### config.mk
export PLATFORM = sky130hd
export DESIGN_NAME = tdm_demux_16
export DESIGN_NICKNAME = d
export VERILOG_FILES = /design/src/rtl/tdm_pkg.sv /design/src/rtl/tdm_demux_1x16.sv /design/src/rtl/tdm_demux_16.sv
export SDC_FILE = /design/constraint.sdc
export NUM_CORES = 1
export LEC_CHECK = 0
export BUFFER_PORTS_ARGS = -buffer_cell sky130_fd_sc_hd__buf_2
export CORE_MARGIN = 3
export CORE_UTILIZATION = 50
export CTS_BUF_LIST = sky130_fd_sc_hd__clkbuf_4
export CTS_CLUSTER_DIAMETER = 30
export DETAILED_ROUTE_END_ITERATION = 8
export HOLD_SLACK_MARGIN = 0.03
export PLACE_DENSITY_LB_ADDON = 0.12
export SYNTH_ARGS = -nofsm -noshare
export SYNTH_HDL_FRONTEND = slang
export SYNTH_HIERARCHICAL = 1
export SYNTH_SLANG_ARGS = --single-unit
### constraint.sdc
create_clock -name clk -period 3.7 [get_ports clk]
set_clock_uncertainty 0.2 [all_clocks]
set_input_delay 0.185 -clock clk [delete_from_list [all_inputs] [get_ports clk]]
set_output_delay 0.185 -clock clk [all_outputs]
set_load 0.03 [all_outputs]
### src/rtl/tdm_pkg.sv
// Shared definitions for the 16-channel TDM receive path.
package tdm_pkg;

  localparam int TDM_CHANNELS = 16;
  localparam int TDM_SLOT_W   = 4;

  // Frame-alignment lock state: HUNT waits for frame_sync, RUN follows slots.
  typedef enum logic {
    HUNT = 1'b0,
    RUN  = 1'b1
  } tdm_state_t;

  typedef logic [TDM_SLOT_W-1:0] slot_t;

endpackage

### src/rtl/tdm_demux_1x16.sv
// Combinational 1-to-16 one-hot decoder; all zeros when enable is low.
module demux_1x16
  import tdm_pkg::*;
(
  input  logic                    en,
  input  slot_t                   sel,
  output logic [TDM_CHANNELS-1:0] out
);

  // One-hot decode of sel, gated by en.
  always_comb begin
    out = '0;
    if (en) out[sel] = 1'b1;
  end

endmodule

### src/rtl/tdm_demux_16.sv
// tdm_demux_16: de-serialises a 16-slot TDM bit stream into 16-bit frames.
// Optional macro TDM_DEMUX_LOSS_DETECT_EN: two consecutive slot-0 bits without
// frame_sync while locked drop the block back to HUNT.
//
// Handshake: din/frame_sync are consumed only in cycles where din_valid is
// high; din_valid low is a stall that holds every register, and the pulse
// outputs frame_valid/sync_err are low during a stall.
module tdm_demux_16
  import tdm_pkg::*;
(
  input  logic                    clk,
  input  logic                    rst,
  input  logic                    din,
  input  logic                    din_valid,
  input  logic                    frame_sync,
  output logic [TDM_CHANNELS-1:0] chan_out,
  output logic                    frame_valid,
  output logic [TDM_CHANNELS-1:0] chan_strobe,
  output logic [TDM_SLOT_W-1:0]   slot,
  output logic                    locked,
  output logic                    sync_err
);

  tdm_state_t              state, state_n;
  slot_t                   slot_q, slot_n;
  logic [TDM_CHANNELS-1:0] asm_q, asm_n;
  logic [TDM_CHANNELS-1:0] chan_n;
  logic                    fv_n, se_n;
  logic                    sync_hit, accept, drop, wr_en;
  slot_t                   sel;
  logic [TDM_CHANNELS-1:0] strobe;

`ifdef TDM_DEMUX_LOSS_DETECT_EN
  logic [1:0] miss_q, miss_n;
`endif

  assign sync_hit = din_valid & frame_sync;
  assign accept   = din_valid & ((state == RUN) | frame_sync);
  // A (re)sync bit always lands in slot 0 regardless of the slot counter.
  assign sel      = sync_hit ? slot_t'(0) : slot_q;

`ifdef TDM_DEMUX_LOSS_DETECT_EN
  // Second consecutive slot-0 without frame_sync: the bit is thrown away.
  assign drop = din_valid & (state == RUN) & ~frame_sync &
                (slot_q == slot_t'(0)) & (miss_q != 2'd0);
`else
  assign drop = 1'b0;
`endif

  assign wr_en = accept & ~drop;

  demux_1x16 u_dec (
    .en  (wr_en),
    .sel (sel),
    .out (strobe)
  );

  assign chan_strobe = strobe;
  assign slot        = slot_q;
  assign locked      = (state == RUN);

  // Next-state, assembly and frame-publication logic.
  always_comb begin
    state_n = state;
    slot_n  = slot_q;
    asm_n   = asm_q;
    chan_n  = chan_out;
    fv_n    = 1'b0;
    se_n    = 1'b0;
`ifdef TDM_DEMUX_LOSS_DETECT_EN
    miss_n  = miss_q;
`endif
    if (drop) begin
      state_n = HUNT;
      slot_n  = '0;
      asm_n   = '0;
      se_n    = 1'b1;
`ifdef TDM_DEMUX_LOSS_DETECT_EN
      miss_n  = 2'd0;
`endif
    end else if (sync_hit) begin
      // Any partial frame is discarded; this bit starts a new frame.
      state_n = RUN;
      slot_n  = slot_t'(1);
      asm_n   = {{(TDM_CHANNELS-1){1'b0}}, din};
      se_n    = (state == RUN) && (slot_q != slot_t'(0));
`ifdef TDM_DEMUX_LOSS_DETECT_EN
      miss_n  = 2'd0;
`endif
    end else if (wr_en) begin
      asm_n = (asm_q & ~strobe) | (strobe & {TDM_CHANNELS{din}});
`ifdef TDM_DEMUX_LOSS_DETECT_EN
      if (slot_q == slot_t'(0)) miss_n = miss_q + 2'd1;
`endif
      if (slot_q == slot_t'(TDM_CHANNELS-1)) begin
        chan_n = {din, asm_q[TDM_CHANNELS-2:0]};
        fv_n   = 1'b1;
        slot_n = '0;
      end else begin
        slot_n = slot_q + slot_t'(1);
      end
    end
  end

  // State and output registers, cleared asynchronously.
  always_ff @(posedge clk or posedge rst) begin
    if (rst) begin
      state       <= HUNT;
      slot_q      <= '0;
      asm_q       <= '0;
      chan_out    <= '0;
      frame_valid <= 1'b0;
      sync_err    <= 1'b0;
`ifdef TDM_DEMUX_LOSS_DETECT_EN
      miss_q      <= 2'd0;
`endif
    end else begin
      state       <= state_n;
      slot_q      <= slot_n;
      asm_q       <= asm_n;
      chan_out    <= chan_n;
      frame_valid <= fv_n;
      sync_err    <= se_n;
`ifdef TDM_DEMUX_LOSS_DETECT_EN
      miss_q      <= miss_n;
`endif
    end
  end

endmodule
==> flow_metrics.tcl <==
set metrics [dict create \
    insertion_delay_ns 0.34 \
    nets 206 \
    power_frac_comb_pct 25.4 \
    synthesis.area_um2 1810 \
    status "complete, no violations" \
    hp-class "in -> async" \
    path_clk_slew_ns 0.10 \
    ys_warn_count 6 \
    core-area_um2 3420 \
    layout_min_cycle_time_ns 2.83 \
    vdd_drop_max_mv 0.277 \
    routed_via_density 5.41 \
    setup.worst_path.start "din_valid" \
    routabilityCongestion 0.870 \
    cts_tree "yes" \
    root_buffer "clkbuf_4" \
    power.density_nw_per_um2 436 \
    critPathRequiredTime_ns 3.31 \
    p_int_mw 0.604 \
    drt_iter0_markers 60 \
    clock_power_share_pct 22.4 \
    maxCapViolCount 0 \
    p_sw_mw 0.311 \
    met1_usage_pct 22.6 \
    maxSlewViolCount 0 \
    rows 21 \
    overflow 0 \
    crit_fanout 19 \
    max_slew_margin_pct 66.6 \
    start_util_pct 52.9 \
    die_x_um 66.1 \
    die_y_um 66.1 \
    path_class "in -> out" \
    grt_max_degree 39 \
    synthToLayoutAreaGrowth_pct 16.2 \
    layout-drive-gt1-share_pct 28.5 \
    startpoint_type "input port" \
    wl_per_cell_um 14.6 \
    grt_pass1_vias 1306 \
    wl_mm 3.58 \
    pin_count 44 \
    cts_inserted_buffers 5 \
    worstSetupEndpointType "primary output" \
    rsz0062_at_grt "no" \
    clock_sinks 38 \
    port_buffers 43 \
    setup_viol 0 \
    syn_inst 152 \
    syn_area_per_cell_um2 11.9 \
    drc_errors 0 \
    tns_ns 0 \
    ctsResizeCount 0 \
    ys_types 34 \
    whs_ns 0.287 \
    synth_seq_cells 38 \
    antenna_found_initial 0 \
    antenna_cells 0 \
    grt.met3_usage_pct 5.78 \
    mostFrequentLayoutCells "43 x buf_2, 38 x dfrtp_1, 17 x mux2_1" \
    leakage_nw 1.14 \
    met2_usage_pct 29.2 \
    dr.pass1.iters 4 \
    critPathArrivalTime_ns 2.45 \
    hpwl_mm 2.60 \
    dieArea_um2 4370 \
    netSwitchingFraction_pct 34.0 \
    ant_nets 0 \
    htree_levels 2 \
    seqPwrFrac_pct 52.3 \
    busiest_layer "met2" \
    grt.total_usage_pct 18.5 \
    seq_area_frac_synth_pct 52.7 \
    r2r_start "locked" \
    fin_crit_sh_pct 76.6 \
    finalHoldViolCount 0 \
    nFillCells 303 \
    fmax_ghz 0.353 \
    grt_pass1_wl_mm 6.05 \
    syn_nets 159 \
    tightest_slew_ns 0.500 \
    final_common_cell "buf_2" \
    num_vias 1332 \
    clockBufferDepth 2 \
]
[Yosys cell counts]
library cell / n / area, um2
a211o_1: 2 / 17.5
a311oi_1: 1 / 8.76
o21a_4: 1 / 15.0
buf_2: 1 / 5.00
ha_1: 2 / 25.0
dfrtp_1: 38 / 951
nand4b_4: 1 / 23.8
buf_8: 1 / 15.0
buf_4: 2 / 15.0
nand2_1: 6 / 22.5
nor2_8: 1 / 20.0
a21oi_1: 3 / 15.0
o21ai_0: 14 / 70.1
a31oi_1: 1 / 6.26
nor4_1: 1 / 6.26
and2_1: 2 / 12.5
nand3_1: 2 / 10.0
nor3_1: 3 / 15.0
buf_6: 3 / 33.8
and4b_1: 1 / 10.0
a21o_1: 1 / 7.51
nor3_2: 1 / 10.0
nand3b_1: 2 / 15.0
dlymetal6s2s_1: 1 / 12.5
o22ai_1: 2 / 12.5
and3_4: 1 / 11.3
nor2b_1: 2 / 12.5
a22o_1: 14 / 123
inv_1: 4 / 15.0
or3b_4: 1 / 11.3
o21a_1: 1 / 7.51
nor2_1: 16 / 60.1
nand2b_1: 3 / 18.8
mux2_1: 17 / 191
[registers in the layout (all words and copies together), names as in the netlist, named ones only]
register     flops
chan_out        16
slot             4
frame_valid      1
sync_err         1
locked           1
asm_q           14
[per-stage QoR]
stage          setup WS [ns]  utilization [%]  power, mW  cells  area, um2
4_1_cts                0.865             61.4      0.927    246       2100
3_3_place_gp            1.24             58.7      0.708    234       2000
5_1_grt                0.603             61.4      0.971    246       2100
2_1_floorplan          0.994                -      0.657    152       1810
6_report               0.866             61.4      0.915    246       2100
3_5_place_dp            1.14             58.7      0.716    234       2000
[final timing paths]
| check | slack (ns) | cells after the start | endpoint |
|---|---|---|---|
| max in group asynchronous | 2.69 | 4 | chan_out[9] |
| max reg2reg | 1.35 | 6 | register |
| min reg2reg | 0.29 | 1 | chan_out[7] |
| min in group clk | 0.29 | 1 | chan_out[7] |
| min | 0.29 | 4 | chan_out[12] |
| max | 0.87 | 7 | chan_strobe[3] |
[layout make-up]
class                   instances  area, um2  share of cell area [%]
flip-flops and latches         38        951                    45.3
repair buffers                 48        263                    12.5
well taps                      46       57.6                    2.74
clock buffers                   6       45.0                    2.15
clock inverters                 2       8.76                   0.417
multi-input cells             102        758                    36.1
inverters                       4       15.0                   0.716
[power groups by stage]
stage | Clock (mW) | Sequential, mW | Combinational [mW]
6_report | 0.204 | 0.478 | 0.232
5_1_grt | 0.232 | 0.485 | 0.254
4_1_cts | 0.215 | 0.479 | 0.234
3_5_place_dp | 0 | 0.487 | 0.230
3_3_place_gp | 0 | 0.484 | 0.224
2_1_floorplan | 0 | 0.512 | 0.145
[per-layer routing]
layer  share of wire (%)  up-vias
li1                    -      639
met1                  43      638
met2                  47       44
met3                 6.7       11
met4                 3.2        0
met5                   0        -
[critical path, stage by stage]
cell	delay (ns)
dlygate4sd3_1	0.52
buf_2	0.22
and2_1	0.48
nor2_1	0.17
or3b_4	0.46
nor2_1	0.17
buf_2	0.24
[logic make-up after synthesis]
kind of cell | synth area share, %
compound gates | 15.7
fa+ha+maj | 1.39
buf+inv | 5.33
flops | 52.7
mux | 10.6
simple gates | 14.3
[timing repair]
| action | in CTS | in global routing |
|---|---|---|
| hold buffers | 4 | 0 |
| hold endpoints to repair | 43 | 0 |
| buffers inserted | 0 | 0 |
Note: power is estimated with default switching activity, not from simulation.
